[config.mk]
export PLATFORM = sky130hd
export DESIGN_NAME = key_debounce
export DESIGN_NICKNAME = d
export VERILOG_FILES = /design/src/rtl/key_debounce_pkg.sv /design/src/rtl/key_debounce_filter_ch.sv /design/src/rtl/key_debounce.sv
export SDC_FILE = /design/constraint.sdc
export NUM_CORES = 1
export LEC_CHECK = 0
export CELL_PAD_IN_SITES_DETAIL_PLACEMENT = 2
export CELL_PAD_IN_SITES_GLOBAL_PLACEMENT = 2
export CORE_MARGIN = 4
export CORE_UTILIZATION = 43
export DETAILED_ROUTE_END_ITERATION = 10
export PLACE_DENSITY_LB_ADDON = 0.1
export SYNTH_ARGS = -nofsm -noshare
export SYNTH_HDL_FRONTEND = slang
export SYNTH_HIERARCHICAL = 1
export SYNTH_SLANG_ARGS = --single-unit
[constraint.sdc]
create_clock -name sys_clk -period 3 [get_ports sys_clk]
set_input_delay 0.9 -clock sys_clk [delete_from_list [all_inputs] [get_ports sys_clk]]
set_output_delay 0.9 -clock sys_clk [all_outputs]
set_load 0.02 [all_outputs]
[src/rtl/key_debounce_pkg.sv]
// Shared definitions for the push-button front end: per-key FSM state
// encoding and the debounce window lengths for the board and for simulation.
package key_debounce_pkg;

  typedef logic [1:0] key_state_t;

  localparam key_state_t ST_IDLE    = 2'd0;
  localparam key_state_t ST_DN_WAIT = 2'd1;
  localparam key_state_t ST_PRESSED = 2'd2;
  localparam key_state_t ST_UP_WAIT = 2'd3;

  // 20 ms at 50 MHz on the board; a short window keeps simulation fast
  localparam logic [31:0] COUNTER_BOARD = 32'd1000000;
  localparam logic [31:0] COUNTER_SIM   = 32'd25;

endpackage

[src/rtl/key_debounce_filter_ch.sv]
// One key channel: 2-flop synchroniser, debounce FSM and stability counter.
// Produces the debounced level and one-cycle press/release pulses, all registered.
module key_filter_ch
  import key_debounce_pkg::*;
#(
  parameter logic [31:0] COUNTER = COUNTER_BOARD,
  parameter int          CNT_W   = 32
) (
  input  logic i_clk,
  input  logic i_rst,
  input  logic i_key_n,
  output logic o_level,
  output logic o_press,
  output logic o_release
);

  localparam logic [CNT_W-1:0] CNT_LAST = CNT_W'(COUNTER - 32'd1);
  localparam logic [CNT_W-1:0] CNT_ONE  = {{(CNT_W-1){1'b0}}, 1'b1};

  logic [1:0]       r_sync;
  key_state_t       r_state;
  logic [CNT_W-1:0] r_cnt;
  logic             r_level;
  logic             r_press;
  logic             r_release;

  logic             w_ks;
  key_state_t       w_state_nx;
  logic [CNT_W-1:0] w_cnt_nx;
  logic             w_level_nx;
  logic             w_press_nx;
  logic             w_release_nx;

  assign w_ks = r_sync[1];

  // Next-state logic: any bounce in a wait state restarts the full window
  always_comb begin
    w_state_nx   = r_state;
    w_cnt_nx     = r_cnt;
    w_level_nx   = r_level;
    w_press_nx   = 1'b0;
    w_release_nx = 1'b0;
    case (r_state)
      ST_IDLE: begin
        if (!w_ks) begin
          w_state_nx = ST_DN_WAIT;
          w_cnt_nx   = '0;
        end else begin
          w_state_nx = ST_IDLE;
        end
      end
      ST_DN_WAIT: begin
        if (w_ks) begin
          w_state_nx = ST_IDLE;
          w_cnt_nx   = '0;
        end else if (r_cnt == CNT_LAST) begin
          w_state_nx = ST_PRESSED;
          w_cnt_nx   = '0;
          w_level_nx = 1'b1;
          w_press_nx = 1'b1;
        end else begin
          w_cnt_nx = r_cnt + CNT_ONE;
        end
      end
      ST_PRESSED: begin
        if (w_ks) begin
          w_state_nx = ST_UP_WAIT;
          w_cnt_nx   = '0;
        end else begin
          w_state_nx = ST_PRESSED;
        end
      end
      ST_UP_WAIT: begin
        if (!w_ks) begin
          w_state_nx = ST_PRESSED;
          w_cnt_nx   = '0;
        end else if (r_cnt == CNT_LAST) begin
          w_state_nx   = ST_IDLE;
          w_cnt_nx     = '0;
          w_level_nx   = 1'b0;
          w_release_nx = 1'b1;
        end else begin
          w_cnt_nx = r_cnt + CNT_ONE;
        end
      end
      default: begin
        w_state_nx = ST_IDLE;
        w_cnt_nx   = '0;
        w_level_nx = 1'b0;
      end
    endcase
  end

  // Synchroniser resets to "released" so no pulse follows reset with keys up
  always_ff @(posedge i_clk or posedge i_rst) begin
    if (i_rst) begin
      r_sync    <= 2'b11;
      r_state   <= ST_IDLE;
      r_cnt     <= '0;
      r_level   <= 1'b0;
      r_press   <= 1'b0;
      r_release <= 1'b0;
    end else begin
      r_sync    <= {r_sync[0], i_key_n};
      r_state   <= w_state_nx;
      r_cnt     <= w_cnt_nx;
      r_level   <= w_level_nx;
      r_press   <= w_press_nx;
      r_release <= w_release_nx;
    end
  end

  assign o_level   = r_level;
  assign o_press   = r_press;
  assign o_release = r_release;

endmodule

[src/rtl/key_debounce.sv]
// Push-button front end: KEY_W independent debounce channels on raw active-low
// pins, giving active-high levels, press/release pulses and a combined press flag.
module key_debounce
  import key_debounce_pkg::*;
#(
  parameter int          KEY_W   = 2,
  parameter logic [31:0] COUNTER = COUNTER_BOARD,
  parameter int          CNT_W   = 32
) (
  input  logic             sys_clk,
  input  logic             sys_rst,
  input  logic [KEY_W-1:0] key,
  output logic [KEY_W-1:0] key_level,
  output logic [KEY_W-1:0] key_press,
  output logic [KEY_W-1:0] key_release,
  output logic             key_any
);

  for (genvar g = 0; g < KEY_W; g++) begin : g_ch
    key_filter_ch #(
      .COUNTER (COUNTER),
      .CNT_W   (CNT_W)
    ) u_ch (
      .i_clk     (sys_clk),
      .i_rst     (sys_rst),
      .i_key_n   (key[g]),
      .o_level   (key_level[g]),
      .o_press   (key_press[g]),
      .o_release (key_release[g])
    );
  end

  // OR of registered pulses, so it lines up with key_press in the same cycle
  assign key_any = |key_press;

endmodule

==> results of run 1 <==
==> registers in the layout, summed over array words and instances, names as in the netlist, named ones only <==
| signal | flops |
|---|---|
| g_ch.u_ch/r_cnt | 64 |
| g_ch.u_ch/r_sync | 4 |
| g_ch.u_ch/o_level | 2 |
| g_ch.u_ch/o_press | 2 |
| g_ch.u_ch/o_release | 2 |
| g_ch.u_ch/r_state | 2 |
==> placed cells by master (no fill, tap or decap), types with 4 or more instances in the layout <==
master           count
xnor2_1             40
nand3_1             20
nor4_1              16
dfrtp_1             74
nor3_1              19
dfstp_2              4
xor2_1              16
o21ai_0              6
clkdlybuf4s50_1     10
nand2_1             28
and3_1               8
clkbuf_8            10
a22o_1               4
inv_1               15
buf_4                5
nand4_1             18
and4_1              10
nor2_1              71
==> per-stage QoR <==
stage	hold WS [ns]	cells	setup slack, ns	utilization	total power [mW]
finish	0.358	543	0.458	0.491	2.12
floorplan	0.345	415	1.03	-	1.15
detailed placement	0.347	527	0.547	0.465	1.18
global placement	0.348	527	0.632	0.465	1.18
global route	0.366	543	0.282	0.491	2.22
CTS	0.360	543	0.494	0.491	2.15
==> metal layers <==
layer,track usage,vias to the layer above
met1,0.281,1628
met3,0.0278,12
li1,-,1471
met5,0,-
met2,0.354,17
met4,0.0787,0
==> final timing paths <==
| path | from | to | depth (start not counted) |
|---|---|---|---|
| setup / recovery | g_ch[0].u_ch/r_cnt[6]$_DFFE_PP0P_ | g_ch[0].u_ch/r_cnt[15]$_DFFE_PP0P_ | 6 |
| hold / removal | g_ch[0].u_ch/r_sync[0]$_DFF_PP1_ | g_ch[0].u_ch/r_sync[1]$_DFF_PP1_ | 0 |
| setup reg to reg | g_ch[0].u_ch/r_cnt[6]$_DFFE_PP0P_ | g_ch[0].u_ch/r_cnt[15]$_DFFE_PP0P_ | 6 |
| hold reg to reg | g_ch[0].u_ch/r_sync[0]$_DFF_PP1_ | g_ch[0].u_ch/r_sync[1]$_DFF_PP1_ | 0 |
| max in group asynchronous | sys_rst | g_ch[0].u_ch/r_cnt[23]$_DFFE_PP0P_ | 3 |
| min in group asynchronous | sys_rst | g_ch[0].u_ch/o_level$_DFFE_PP0P_ | 2 |
==> layout make-up <==
class / count / area (µm²) / share of cell area
Clock buffer: 12 / 145 / 0.0321
Clock inverter: 4 / 95.1 / 0.0211
Inverter: 15 / 56.3 / 0.0125
Multi-Input combinational cell: 307 / 1970 / 0.435
Sequential cell: 78 / 1960 / 0.433
Tap cell: 111 / 139 / 0.0307
Timing Repair Buffer: 16 / 158 / 0.0349
==> report_power, final <==
group          switching (mW)  internal (mW)  leakage (nW)
clock                   0.389          0.576         0.121
combinational          0.0609         0.0235         0.622
sequential             0.0136           1.06          1.07
==> cell families after synthesis <==
logic type,share of synthesized area
AO/OA/AOI/OAI,0.0490
XOR/XNOR,0.125
adder cells (fa/ha/maj),0.00616
buffers and inverters,0.0339
flip-flops,0.482
multiplexers,0.0129
AND/OR/NAND/NOR,0.291
==> summary.md, run 1 <==
| Metric | Value |
|---|---|
| Outcome | `finished, final reports clean` |
| Clk buf depth | `2` |
| Drt wl/cell | `20.3 µm` |
| Initial core utilization | `0.442` |
| All-Layer GR Usage | `0.212` |
| First-pass GRT wire length | `18.8 mm` |
| Clock Sink Count | `78` |
| Gp weighted congestion | `0.709` |
| Worst-path maximum fanout | `17` |
| DP HPWL | `about 7.6 mm` |
| Syn-to-layout area delta | `11.2%` |
| Slew Limit Fails | `0` |
| Placed Area | `between 0.004 and 0.005 mm²` |
| Largest net degree at the start of global routing | `40` |
| Post-Route WL | `about 11 mm` |
| # H-tree levels | `3` |
| Synth area leader | `dfrtp_1` |
| Pre-antenna DRT Iters | `4` |
| Crit. End Element | `flip-flop` |
| # rows | `35` |
| Sequential fraction of the synthesis area | `0.482` |
| Cell family with most CP delay | `simple AND/OR/NAND/NOR gates` |
| # diodes | `0` |
| Buf/Inv on CP | `1` |
| Die width | `~110 µm` |
| Total gr overflow | `0` |
| Most frequent cell after synthesis | `dfrtp_1` |
| Worst IR Drop VDD | `approximately 0.20 mV` |
| Share of cells above drive strength 1 | `0.0926` |
| Setup Skew | `0.0128 ns` |
| Remaining DRCs | `0` |
| Worst Path Arrival | `2.77 ns` |
| Top-area cell type share of the netlist area | `0.456` |
| DR vias | `~3,100` |
| Via density | `slightly below 6` |
| Post_cts resized | `0` |
| Least-Margin Pin Slew | `about 1.2 ns` |
| Post-Syn Area | `0.00406 mm²` |
| Slew margin rel. | `0.188` |
| EDFF count, synth | `0` |
| Syn_nets | `between 400 and 500` |
| Syn avg cell area | `slightly below 10 µm²` |
| Leak | `between 1.5 and 2 nW` |
| Max-cap viol count | `0` |
| Synth warn | `6` |
| Hold Fails Final Rpt | `0` |
| Postcts setup bufs | `0` |
| Clock transition at path regs | `~0.080 ns` |
| Die height | `around 110 µm` |
| Critical Path RT | `3.23 ns` |
| Worst path cell trace | `nor4_1 -> nand4_1 -> or4_4 -> a21oi_4 -> buf_12 -> nor2_1` |
| Vias in the first global route | `3,637` |
| CTS buffer count | `9` |
| WL met2 | `between 5 and 6 mm` |
| Met3 WL | `around 140 µm` |
| Count of final setup violators | `0` |
| Synth unique cells | `just over 50` |
| Setup TNS Final | `0 ns` |
| Synth Flop Type | `dfrtp_1` |
| M1 WL | `between 5 and 6 mm` |
| Achievable clock frequency | `~390 MHz` |
| WS Path Type | `flip-flop to flip-flop` |
| Post-route cell area | `around 0.0045 mm²` |
| TritonCTS clock tree | `done` |
| Buffers on Ports | `10` |
| CP max stage cell | `or4_4` |
| Slowest stage delay, CP | `roughly 0.60 ns` |
| Fillers | `a little under 1,000` |
| Post-synth ARST share | `1.00` |
| Ports | `11` |
| Commonest cells in the netlist | `dfrtp_1 (74), nor2_1 (71), xnor2_1 (40)` |
| CP startpoint kind | `flip-flop` |
| Synth area leaders | `dfrtp_1 (46%), xnor2_1 (8.6%), nor2_1 (6.6%)` |
| Number of antenna violations at the first check in global routing | `0` |
| Highest routed layer | `met4` |
| Post-Syn Instances | `about 420` |
| ANT nets after route | `0` |
| Min-Delay Path Class | `flip-flop to flip-flop` |
| Die area | `~0.011 mm²` |
| RSZ-0062 raised after global routing | `no` |
| Clock Latency Late Sink | `~0.35 ns` |
| Starting DRT DRC Count | `about 120` |
| CTS Hold Bufs | `0` |
| Final net count | `roughly 430` |
| Root Driver | `clkbuf_8` |
| Final Cycle Share | `0.847` |
| Pwr per Cell Area | `around 470 mW/mm²` |
| Worst R2R Setup Slack | `~0.46 ns` |
| Core Box Area | `0.00920 mm²` |
| Min Tclk post-route | `2.54 ns` |
| Register bit total from synthesis | `78` |
(Power assumes the default switching activity.)
==> inputs of run 2 (changes only) <==
--- a/config.mk
+++ b/config.mk
@@ -8,7 +8,7 @@
 export CELL_PAD_IN_SITES_DETAIL_PLACEMENT = 2
 export CELL_PAD_IN_SITES_GLOBAL_PLACEMENT = 2
 export CORE_MARGIN = 4
-export CORE_UTILIZATION = 43
+export CORE_UTILIZATION = 36
 export DETAILED_ROUTE_END_ITERATION = 10
 export PLACE_DENSITY_LB_ADDON = 0.1
 export SYNTH_ARGS = -nofsm -noshare
==> constraint.sdc (replaced) <==
create_clock -name sys_clk -period 2.15 [get_ports sys_clk]
set_input_delay 0.645 -clock sys_clk [delete_from_list [all_inputs] [get_ports sys_clk]]
set_output_delay 0.645 -clock sys_clk [all_outputs]
set_load 0.02 [all_outputs]
==> summary.md, run 2 (same netlist as run 1, synthesis figures left out) <==
| Metric | Value |
|---|---|
| RSZ-0062 raised after global routing | `no` |
| Biggest register | `g_ch.u_ch/r_cnt` |
| R2R Path Start | `g_ch[0].u_ch/r_cnt[20]$_DFFE_PP0P_` |
| Worst R2R Path Depth | `5` |
| Worst path cell trace | `nor4_2 -> nand4_1 -> or4_4 -> and2_4 -> mux2_2` |
| DP HPWL | `~8 mm` |
| CTS buffer count | `9` |
| Setup Skew | `between 0.007 and 0.008 ns` |
| Post-Route WL | `roughly 11 mm` |
| Total gr overflow | `0` |
| Hold endpoint | `g_ch[0].u_ch/r_sync[1]$_DFF_PP1_` |
| # H-tree levels | `3` |
| Max reg flops | `64` |
| Postcts setup bufs | `0` |
| Drt wl/cell | `about 18 µm` |
| Finished Layout Cells | `approximately 600` |
| Via density | `between 5 and 6` |
| Pre-antenna DRT Iters | `4` |
| Worst-path maximum fanout | `4` |
| Hold Fails Final Rpt | `0` |
| Starting DRT DRC Count | `~160` |
| Most frequent cells in the layout | `dfrtp_1 (74), nor2_1 (71), xnor2_1 (40), buf_4 (33), nand2_1 (28)` |
| Die height | `roughly 110 µm` |
| Max-cap viol count | `0` |
| DR vias | `approximately 3,200` |
| Clk buf depth | `2` |
| Clock Latency Late Sink | `0.34 ns` |
| WHS | `0.355 ns` |
| Worst IR Drop VDD | `between 0.5 and 0.6 mV` |
| Core Box Area | `roughly 0.011 mm²` |
| CTS Hold Bufs | `0` |
| Achievable clock frequency | `between 400 and 500 MHz` |
| Worst R2R Setup Slack | `approximately 0.10 ns` |
| TritonCTS clock tree | `done` |
| Vias in the first global route | `around 3,700` |
| ANT nets after route | `0` |
| All-Layer GR Usage | `0.189` |
| Slew Limit Fails | `0` |
| Slowest stage delay, CP | `around 0.57 ns` |
| Gp weighted congestion | `0.752` |
| Remaining DRCs | `0` |
| Clock Sink Count | `78` |
| Ports | `11` |
| Final net count | `463` |
| Crit. End Element | `flip-flop` |
| Commonest non-fill, non-tap cell in the layout | `dfrtp_1` |
| Utilization after layout | `0.455` |
| Critical Path RT | `about 2.4 ns` |
| First-pass GRT wire length | `between 15 and 20 mm` |
| CP startpoint kind | `flip-flop` |
| Share of cells above drive strength 1 | `0.173` |
| Placed cell count | `586` |
| # diodes | `0` |
| Least-Margin Pin Slew | `between 0.5 and 0.6 ns` |
| Largest net degree at the start of global routing | `40` |
| Cell family with most CP delay | `simple AND/OR/NAND/NOR gates` |
| Clock transition at path regs | `about 0.06 ns` |
| Die width | `114 µm` |
| Buf/Inv on CP | `0` |
| Pwr per Cell Area | `690 mW/mm²` |
| Total power | `around 3.4 mW` |
| Slew margin rel. | `0.665` |
| Syn-to-layout area delta | `22.4%` |
| Min-Delay Path Class | `flip-flop to flip-flop` |
| Outcome | `finished, final reports clean` |
| Worst Path Arrival | `between 2 and 2.5 ns` |
| # rows | `38` |
| WHS Path Cells | `0` |
| Leak | `2.04 nW` |
| Pre-CTS WS | `-0.00566 ns` |
| Min Tclk post-route | `2.05 ns` |
| Final Cycle Share | `0.952` |
| Root Driver | `clkbuf_16` |
| Number of antenna violations at the first check in global routing | `0` |
| Die area | `around 0.013 mm²` |
| WS Path Type | `flip-flop to flip-flop` |
| Buffers on Ports | `10` |
| Crit Reg-Reg Endpoint | `g_ch[0].u_ch/r_cnt[0]$_DFFE_PP0P_` |
| Worst hold start | `g_ch[0].u_ch/r_sync[0]$_DFF_PP1_` |
| CP max stage cell | `or4_4` |
| Largest regs | `g_ch.u_ch/r_cnt x64, g_ch.u_ch/r_sync x4` |
| Final worst slack | `a little over 0.1 ns` |
| Initial core utilization | `0.371` |
| Count of final setup violators | `0` |
run 2: changes by cell type in the layout (fill, tap and decap cells not counted), sizes merged:
cell / delta
buf: +30
clkbuf: +1
clkinv: -1
dlygate4sd2: +1
clkdlybuf4s50: -1
run 2: cell type report:
class,instances,area (µm²)
fillers,1177,5960
multi-input cells,307,2030
flip-flops and latches,78,1960
repair buffers,46,407
clock buffers,13,260
well taps,140,175
clock inverters,3,90.1
inverters,15,56.3
run 2: per-layer routing:
| metal | wire length, µm | up-vias | GRT usage |
|---|---|---|---|
| li1 | - | 1534 | - |
| met1 | 5180 | 1651 | 0.244 |
| met2 | 5470 | 26 | 0.319 |
| met3 | 265 | 7 | 0.0502 |
| met4 | 98 | 0 | 0.0412 |
| met5 | 0 | - | 0 |
run 2: worst register-to-register path: stages, from the launching register on:
cell     delay (ns)
dfrtp_1        0.39
nor4_2         0.32
nand4_1        0.20
or4_4          0.57
and2_4         0.19
mux2_2         0.26
run 2: metrics by stage:
stage	area [µm²]	setup TNS, ns
floorplan	4060	0
global placement	4560	0
detailed placement	4560	-0.00566
CTS	4920	0
global route	4970	0
finish	4970	0
run 2: report_power, final:
| part | internal (mW) | total (mW) | leakage [nW] | switching, mW |
|---|---|---|---|---|
| Clock | 1.20 | 1.79 | 0.170 | 0.592 |
| Combinational | 0.0502 | 0.140 | 0.804 | 0.0902 |
| Sequential | 1.48 | 1.50 | 1.07 | 0.0159 |
run 2: worst max path at each step:
stage | slack [ns] | from | cells after the start | end
floorplan | 0.18 | g_ch[0].u_ch/r_cnt[6]$_DFFE_PP0P_ | 6 | g_ch[0].u_ch/r_cnt[18]$_DFFE_PP0P_
global placement | 0.03 | g_ch[0].u_ch/r_cnt[6]$_DFFE_PP0P_ | 5 | g_ch[0].u_ch/r_cnt[0]$_DFFE_PP0P_
detailed placement | -0.006 | g_ch[0].u_ch/r_cnt[23]$_DFFE_PP0P_ | 5 | g_ch[0].u_ch/r_cnt[0]$_DFFE_PP0P_
CTS | 0.02 | g_ch[0].u_ch/r_cnt[12]$_DFFE_PP0P_ | 5 | g_ch[0].u_ch/r_cnt[0]$_DFFE_PP0P_
global route | 0.01 | g_ch[0].u_ch/r_cnt[20]$_DFFE_PP0P_ | 6 | g_ch[0].u_ch/r_cnt[15]$_DFFE_PP0P_
finish | 0.10 | g_ch[0].u_ch/r_cnt[20]$_DFFE_PP0P_ | 5 | g_ch[0].u_ch/r_cnt[0]$_DFFE_PP0P_
run 2: timing repair:
action,CTS,global route
pin swaps,0,3
resized for setup,3,9
endpoints found under the setup margin,7,50
